--- src/rtl/barrier_multi.sv ---
// barrier_multi: holds requests that target a barrier address until every
// participant of that barrier has arrived, then releases all of them together
// and forwards their original requests. Several independent barriers are
// supported, each with a runtime participant mask, a release pulse and a
// wrapping generation counter.
//
// Each port runs a small Idle/Wait/Take FSM. Idle traps a barrier hit, Wait
// blocks the port until its barrier fires, and Take passes the held request
// downstream once. Take never re-traps, so the released access itself goes out.

module barrier_multi #(
    parameter int unsigned           NrPorts     = 4,
    parameter int unsigned           NrBarriers  = 2,
    parameter int unsigned           AddrWidth   = 32,
    parameter logic [AddrWidth-1:0]  BarrierBase = 32'h1234_bee0,
    parameter int unsigned           CntWidth    = 8
) (
    input  logic                           clk_i,
    input  logic                           rst_i,
    input  logic [NrPorts*AddrWidth-1:0]   in_addr_i,
    input  logic [NrPorts-1:0]             in_valid_i,
    output logic [NrPorts-1:0]             in_ready_o,
    output logic [NrPorts-1:0]             out_valid_o,
    input  logic [NrPorts-1:0]             out_ready_i,
    input  logic [NrBarriers*NrPorts-1:0]  part_mask_i,
    output logic [NrBarriers-1:0]          release_o,
    output logic [NrBarriers*CntWidth-1:0] gen_cnt_o
);

    localparam int unsigned IdWidth = (NrBarriers > 1) ? $clog2(NrBarriers) : 1;

    typedef enum logic [1:0] {
        ST_IDLE = 2'd0,
        ST_WAIT = 2'd1,
        ST_TAKE = 2'd2
    } state_e;

    // Address of barrier b.
    function automatic logic [AddrWidth-1:0] barrier_addr(input int b);
        return BarrierBase + (AddrWidth'(b) << 32'd2);
    endfunction

    // Index of the lowest set bit; the lowest barrier wins on multiple hits.
    function automatic logic [IdWidth-1:0] lowest_id(input logic [NrBarriers-1:0] vec);
        logic [IdWidth-1:0] id;
        id = '0;
        for (int b = int'(NrBarriers) - 1; b >= 0; b--) begin
            if (vec[b]) begin
                id = IdWidth'(b);
            end else begin
                id = id;
            end
        end
        return id;
    endfunction

    state_e                state_r      [NrPorts];
    state_e                state_next_s [NrPorts];
    logic [IdWidth-1:0]    id_r         [NrPorts];
    logic [IdWidth-1:0]    id_next_s    [NrPorts];
    logic [NrBarriers-1:0] hit_s        [NrPorts];
    logic [NrPorts-1:0]    waiting_s    [NrBarriers];
    logic [NrBarriers-1:0] fire_s;
    logic [CntWidth-1:0]   gen_cnt_r    [NrBarriers];

    // Barrier hit matrix: valid request on a barrier address with the port's mask bit set.
    always_comb begin
        for (int p = 0; p < int'(NrPorts); p++) begin
            for (int b = 0; b < int'(NrBarriers); b++) begin
                hit_s[p][b] = in_valid_i[p]
                           && (in_addr_i[p*AddrWidth +: AddrWidth] == barrier_addr(b))
                           && part_mask_i[b*NrPorts + p];
            end
        end
    end

    // Which ports are currently parked on each barrier.
    always_comb begin
        for (int b = 0; b < int'(NrBarriers); b++) begin
            for (int p = 0; p < int'(NrPorts); p++) begin
                waiting_s[b][p] = (state_r[p] == ST_WAIT) && (id_r[p] == IdWidth'(b));
            end
        end
    end

    // A barrier fires once every current participant is waiting on it.
    always_comb begin
        for (int b = 0; b < int'(NrBarriers); b++) begin
            fire_s[b] = (|waiting_s[b])
                     && ((waiting_s[b] & part_mask_i[b*NrPorts +: NrPorts])
                         == part_mask_i[b*NrPorts +: NrPorts]);
        end
    end

    // Per-port next state, captured barrier ID and handshake gating.
    always_comb begin
        for (int p = 0; p < int'(NrPorts); p++) begin
            state_next_s[p] = state_r[p];
            id_next_s[p]    = id_r[p];
            out_valid_o[p]  = in_valid_i[p];
            in_ready_o[p]   = out_ready_i[p];
            case (state_r[p])
                ST_IDLE: begin
                    if (|hit_s[p]) begin
                        state_next_s[p] = ST_WAIT;
                        id_next_s[p]    = lowest_id(hit_s[p]);
                        out_valid_o[p]  = 1'b0;
                        in_ready_o[p]   = 1'b0;
                    end else begin
                        state_next_s[p] = ST_IDLE;
                    end
                end
                ST_WAIT: begin
                    out_valid_o[p] = 1'b0;
                    in_ready_o[p]  = 1'b0;
                    if ((int'(id_r[p]) < int'(NrBarriers)) && fire_s[id_r[p]]) begin
                        state_next_s[p] = ST_TAKE;
                    end else begin
                        state_next_s[p] = ST_WAIT;
                    end
                end
                ST_TAKE: begin
                    if (in_valid_i[p] && out_ready_i[p]) begin
                        state_next_s[p] = ST_IDLE;
                    end else begin
                        state_next_s[p] = ST_TAKE;
                    end
                end
                default: begin
                    state_next_s[p] = ST_IDLE;
                    id_next_s[p]    = '0;
                    out_valid_o[p]  = 1'b0;
                    in_ready_o[p]   = 1'b0;
                end
            endcase
        end
    end

    // Port state and barrier ID registers; reset drops any wait without releasing.
    always_ff @(posedge clk_i) begin
        if (rst_i) begin
            for (int p = 0; p < int'(NrPorts); p++) begin
                state_r[p] <= ST_IDLE;
                id_r[p]    <= '0;
            end
        end else begin
            for (int p = 0; p < int'(NrPorts); p++) begin
                state_r[p] <= state_next_s[p];
                id_r[p]    <= id_next_s[p];
            end
        end
    end

    // Generation counters advance the cycle after each release and wrap naturally.
    always_ff @(posedge clk_i) begin
        if (rst_i) begin
            for (int b = 0; b < int'(NrBarriers); b++) begin
                gen_cnt_r[b] <= '0;
            end
        end else begin
            for (int b = 0; b < int'(NrBarriers); b++) begin
                gen_cnt_r[b] <= gen_cnt_r[b] + CntWidth'(fire_s[b]);
            end
        end
    end

    // Flatten counters onto the output bus.
    always_comb begin
        for (int b = 0; b < int'(NrBarriers); b++) begin
            gen_cnt_o[b*CntWidth +: CntWidth] = gen_cnt_r[b];
        end
    end

    assign release_o = fire_s;

    barrier_multi_checker #(
        .NrPorts (NrPorts)
    ) i_checker (
        .clk_i       (clk_i),
        .rst_i       (rst_i),
        .in_valid_i  (in_valid_i),
        .in_ready_o  (in_ready_o),
        .out_valid_o (out_valid_o),
        .out_ready_i (out_ready_i)
    );

endmodule

// Interface properties: the block may only gate handshakes, never create them.
module barrier_multi_checker #(
    parameter int unsigned NrPorts = 4
) (
    input logic               clk_i,
    input logic               rst_i,
    input logic [NrPorts-1:0] in_valid_i,
    input logic [NrPorts-1:0] in_ready_o,
    input logic [NrPorts-1:0] out_valid_o,
    input logic [NrPorts-1:0] out_ready_i
);

    valid_only_from_request: assert property (
        @(posedge clk_i) disable iff (rst_i) ((out_valid_o & ~in_valid_i) == '0));

    ready_only_from_downstream: assert property (
        @(posedge clk_i) disable iff (rst_i) ((in_ready_o & ~out_ready_i) == '0));

endmodule

--- config.mk ---
export PLATFORM = sky130hd
export DESIGN_NAME = barrier_multi
export DESIGN_NICKNAME = d
export VERILOG_FILES = /design/src/rtl/barrier_multi.sv
export SDC_FILE = /design/constraint.sdc
export NUM_CORES = 1
export LEC_CHECK = 0
export ABC_AREA = 1
export CAP_MARGIN = 10
export CORE_ASPECT_RATIO = 1.2
export CORE_MARGIN = 2
export CORE_UTILIZATION = 28
export CTS_BUF_LIST = sky130_fd_sc_hd__clkbuf_4 sky130_fd_sc_hd__clkbuf_8
export DETAILED_ROUTE_END_ITERATION = 8
export PLACE_DENSITY_LB_ADDON = 0.15
export SYNTH_ARGS = -nofsm -noshare
export SYNTH_HDL_FRONTEND = slang
export SYNTH_SLANG_ARGS = --single-unit
--- constraint.sdc ---
create_clock -name clk_i -period 4.4 [get_ports clk_i]
set_input_delay 0.44 -clock clk_i [delete_from_list [all_inputs] [get_ports clk_i]]
set_output_delay 0.44 -clock clk_i [all_outputs]
set_load 0.01 [all_outputs]
==> reports/summary.log <==
INFO  power_and_ir_drop sw_frac_of_total=21.2%
INFO  logic_synthesis sequential_area_share_after_synthesis=25.2%
INFO  layout         fillerInstances=766
INFO  min_path       hp-class=reg2reg
INFO  timing         tightest_slew=639ps
INFO  grt            grt_overflow_total=0
INFO  min_path       holdCritStartpoint=id_r[2]
INFO  routing        post-route-drc-count=0
INFO  cts            cts.htree.levels=1
INFO  grt            first_global_vias=2783
INFO  floorplan      io-pin-count=172
INFO  logic_synthesis synth_xor_xnor_area_share=0.787%
INFO  power_and_ir_drop power.static_leakage=1.76nW
INFO  logic_synthesis main_combinational_cell_family_by_area_after_synthesis=simple AND/OR/NAND/NOR gates
INFO  logic_synthesis synth_top_cell_area_share=25.2%
INFO  grt            antenna_found_initial=0
INFO  power_and_ir_drop internal_power=447uW
INFO  logic_synthesis synth_area=2230um2
INFO  timing         totalNegativeSetupSlack=0ps
INFO  timing         report.final.hold_viol_count=0
INFO  setup_path     r2r_setup_slk=2060ps
INFO  min_path       hold_end=id_r[2]
INFO  layout         syn2layout_area_growth=83.8%
INFO  logic_synthesis synth_compound_gate_area_share=9.72%
INFO  setup_path     timing.critical_path.buf_inv=4
INFO  logic_synthesis synthSimpleGateAreaFrac=39.6%
INFO  floorplan      floorplan.initialDensity=28.9%
INFO  place          place.gp.congestion=0.767
INFO  setup_path     cp.required=3960ps
INFO  timing         setup_skew=4.38ps
INFO  setup_path     crit_slowest_cell=clkdlybuf4s50_1
INFO  logic_synthesis netlist_instances=371
INFO  cts            cts_hold_repair.buffers=0
INFO  cts            cts.clk_slew.worst_paths=90ps
INFO  grt            grt_start_max_net_pins=16
INFO  routing        drt-wirelength-per-cell=11.2um
INFO  power_and_ir_drop power_density=139nW/um2
INFO  logic_synthesis synth_cell_types=25
INFO  power_and_ir_drop vdd_drop_max=0.134mV
INFO  layout         antenna-diode-count=0
INFO  logic_synthesis synth_top_cells_by_area=dfxtp_1, nand2_1, inv_1, ha_1, nor2_1
INFO  place          half_perimeter_wire_length_of_the_detailed_placement_result=6.12mm
INFO  setup_path     path_cells=clkdlybuf4s50_1 -> inv_1 -> or2_1 -> nor3_2 -> nand3_1 -> nand3_1 -> nand2_1 -> inv_1 -> nor2_1 -> clkdlybuf4s50_1
INFO  floorplan      die_w=85.4um
INFO  layout         finalCoreUtilization=53.1%
INFO  timing         rsz_0062_raised_after_global_routing=false
INFO  cts            cts_tree=done
INFO  setup_path     crit_path_end_kind=output pin
INFO  logic_synthesis muxShareOfSynthArea=0%
INFO  grt            track_usage=15.7%
INFO  place          placedInstanceArea=4050um2
INFO  logic_synthesis syn_avg_cell_area=6.00um2
INFO  logic_synthesis ys_seq_elements=28
INFO  cts            clk-insertion-delay-late=270ps
INFO  routing        drt_iter0_drc=52
INFO  layout         finish.net_count=712
INFO  setup_path     timing.critical_path.fanout_max=3
INFO  routing        detailed_route_wl=7.09mm
INFO  cts            clock_sinks=28
INFO  floorplan      die_height=102um
INFO  setup_path     path_class=in2out
INFO  logic_synthesis yosysWarningCount=0
INFO  floorplan      core_region_area=7710um2
INFO  power_and_ir_drop pwr-share-comb=31.3%
INFO  timing         report.final.slew_viol_count=0
INFO  setup_path     path_depth_of_the_worst_reg2reg_path=14
INFO  power_and_ir_drop seq_power_share=44.6%
INFO  power_and_ir_drop clkPwrFrac=24.1%
INFO  setup_path     worst_path_largest_cell_delay=480ps
INFO  timing         slew_headroom=57.3%
INFO  floorplan      die_area=8680um2
INFO  timing         setup-violations-final=0
INFO  layout         finish.cell_count_without_fillers=636
INFO  run_status     outcome=finished clean
INFO  logic_synthesis post_synth_top_area_cell=dfxtp_1
INFO  floorplan      row_count=35
INFO  logic_synthesis synth_fp_nets=537
INFO  routing        vias=2796
INFO  timing         max_clock_freq=374MHz
INFO  timing         final.period_utilization=60.8%
INFO  cts            cts.repair_timing.setup_buffer_count=0
INFO  timing         finalWorstPathRequiredPeriod=2680ps
INFO  cts            clockBufferDepth=2
INFO  place          dpl.cell_count=633
INFO  layout         post_route_cells_drive_above_1_share=1.84%
INFO  setup_path     crit_arrival=2240ps
INFO  cts            numCtsBuffers=3
INFO  grt            global_route_wire_length_before_repair=11.4mm
INFO  setup_path     worst_reg2reg_endpoint=gen_cnt_r[0][14]
INFO  min_path       whs_path_depth=2
INFO  routing        drtAntennaViolNets=0
INFO  cts            clk_root_buffer_cell=clkbuf_8
INFO  power_and_ir_drop net_load_switching_power=120uW
INFO  setup_path     cp-start-kind=input port
INFO  place          portBuffers=171
INFO  routing        viasPerCell=4.40
INFO  routing        drt_pass1_iterations=4
INFO  setup_path     reg2reg_from=state_r[1][1]
INFO  setup_path     top_cell_family_by_delay_on_the_critical_path=buffers and inverters
INFO  cts            cts_resized=0
INFO  job            max_cap_viol_count=0
INFO  layout         finish.instance_area=4090um2
INFO  logic_synthesis fraction_of_the_mapped_netlist_area_in_adder_cells=11.2%
## cell families after synthesis
| group | after synthesis |
|---|---|
| AOI/OAI and AO/OA | 40 |
| xor gates and xnor gates | 2 |
| adders and majority gates | 20 |
| buffers and inverters | 80 |
| DFF | 28 |
| and+or+nand+nor | 201 |
## registers in the layout (all words and copies together) (netlist names)
signal     flops
id_r           4
state_r        8
gen_cnt_r     16
## metal layers
| layer | share of wire [%] | up-vias | global-route usage [%] | wire length, um |
|---|---|---|---|---|
| met1 | 40 | 1190 | 16.9 | 2860 |
| met4 | 0.99 | 0 | 3.79 | 70 |
| met2 | 50 | 88 | 30.5 | 3570 |
| li1 | - | 1512 | - | - |
| met5 | 0 | - | 0 | 0 |
| met3 | 8.4 | 6 | 3.91 | 594 |
## synthesized netlist by cell type
master and n:
or2_2 4, nand3b_1 3, dfxtp_1 28, or2_1 2, nor3_1 23, o21a_1 2, xnor2_1 1, a22o_1 2
nand3_1 24, o21ai_0 10, ha_1 20, nor3_2 1, clkinv_1 1, nor2_1 42, nor2_4 1, xor2_1 1
inv_1 77, o2111ai_1 1, nor4_1 1, o21ai_1 2, nand2_1 90, a21oi_1 23, nand4_1 10, clkbuf_1 1
inv_2 1
## final cells by class
class / count / area [um2] / share of cell area [%]
Inverter: 79 / 297 / 7.25
Multi-Input combinational cell: 263 / 1370 / 33.4
Timing Repair Buffer: 171 / 1710 / 41.8
Clock buffer: 3 / 41.3 / 1.01
Tap cell: 92 / 115 / 2.81
Sequential cell: 28 / 561 / 13.7
## stage by stage
stage / setup slack (ps) / total power [mW] / hold WS, ps
after floorplan: 2310 / 0.294 / 466
after global placement: 1740 / 0.435 / 486
after detailed placement: 1700 / 0.437 / 493
after CTS: 1690 / 0.576 / 516
after global routing: 1540 / 0.598 / 544
final: 1720 / 0.567 / 510
## power by group through the flow
stage                     logic [mW]  registers (mW)  clock network (mW)
after floorplan               0.0349           0.259                   0
after global placement         0.176           0.259                   0
after detailed placement       0.178           0.259                   0
after CTS                      0.179           0.253               0.143
after global routing           0.193           0.253               0.153
final                          0.177           0.253               0.137
## worst min-delay path, cell delays in order (launching register included)
cell,delay [ps]
dfxtp_1,350
nand2_1,70
a21oi_1,50
## worst max-delay path by stage
stage | cells after the start | endpoint | start | slack (ps)
2_1_floorplan | 14 | gen_cnt_r[0][14] | state_r[1][1] | 2310
3_3_place_gp | 10 | out_valid_o[3] | in_valid_i[3] | 1740
3_5_place_dp | 10 | out_valid_o[3] | in_valid_i[3] | 1700
4_1_cts | 10 | out_valid_o[3] | in_valid_i[3] | 1690
5_1_grt | 11 | out_valid_o[3] | in_addr_i[117] | 1540
6_report | 10 | out_valid_o[3] | in_valid_i[3] | 1720
## placed cells by master (no fill, tap or decap), drive strengths merged, types with 2 or more instances in the layout
cell type / Yosys / routed
or2: 6 / 6
ha: 20 / 20
clkdlybuf4s50: 0 / 171
nand3b: 3 / 3
o21a: 2 / 2
a22o: 2 / 2
nand4: 10 / 10
clkbuf: 1 / 3
nand3: 24 / 24
inv: 78 / 78
nor3: 24 / 24
a21oi: 23 / 23
nor2: 43 / 43
dfxtp: 28 / 28
o21ai: 12 / 12
nand2: 90 / 90
(Power assumes the default switching activity.)
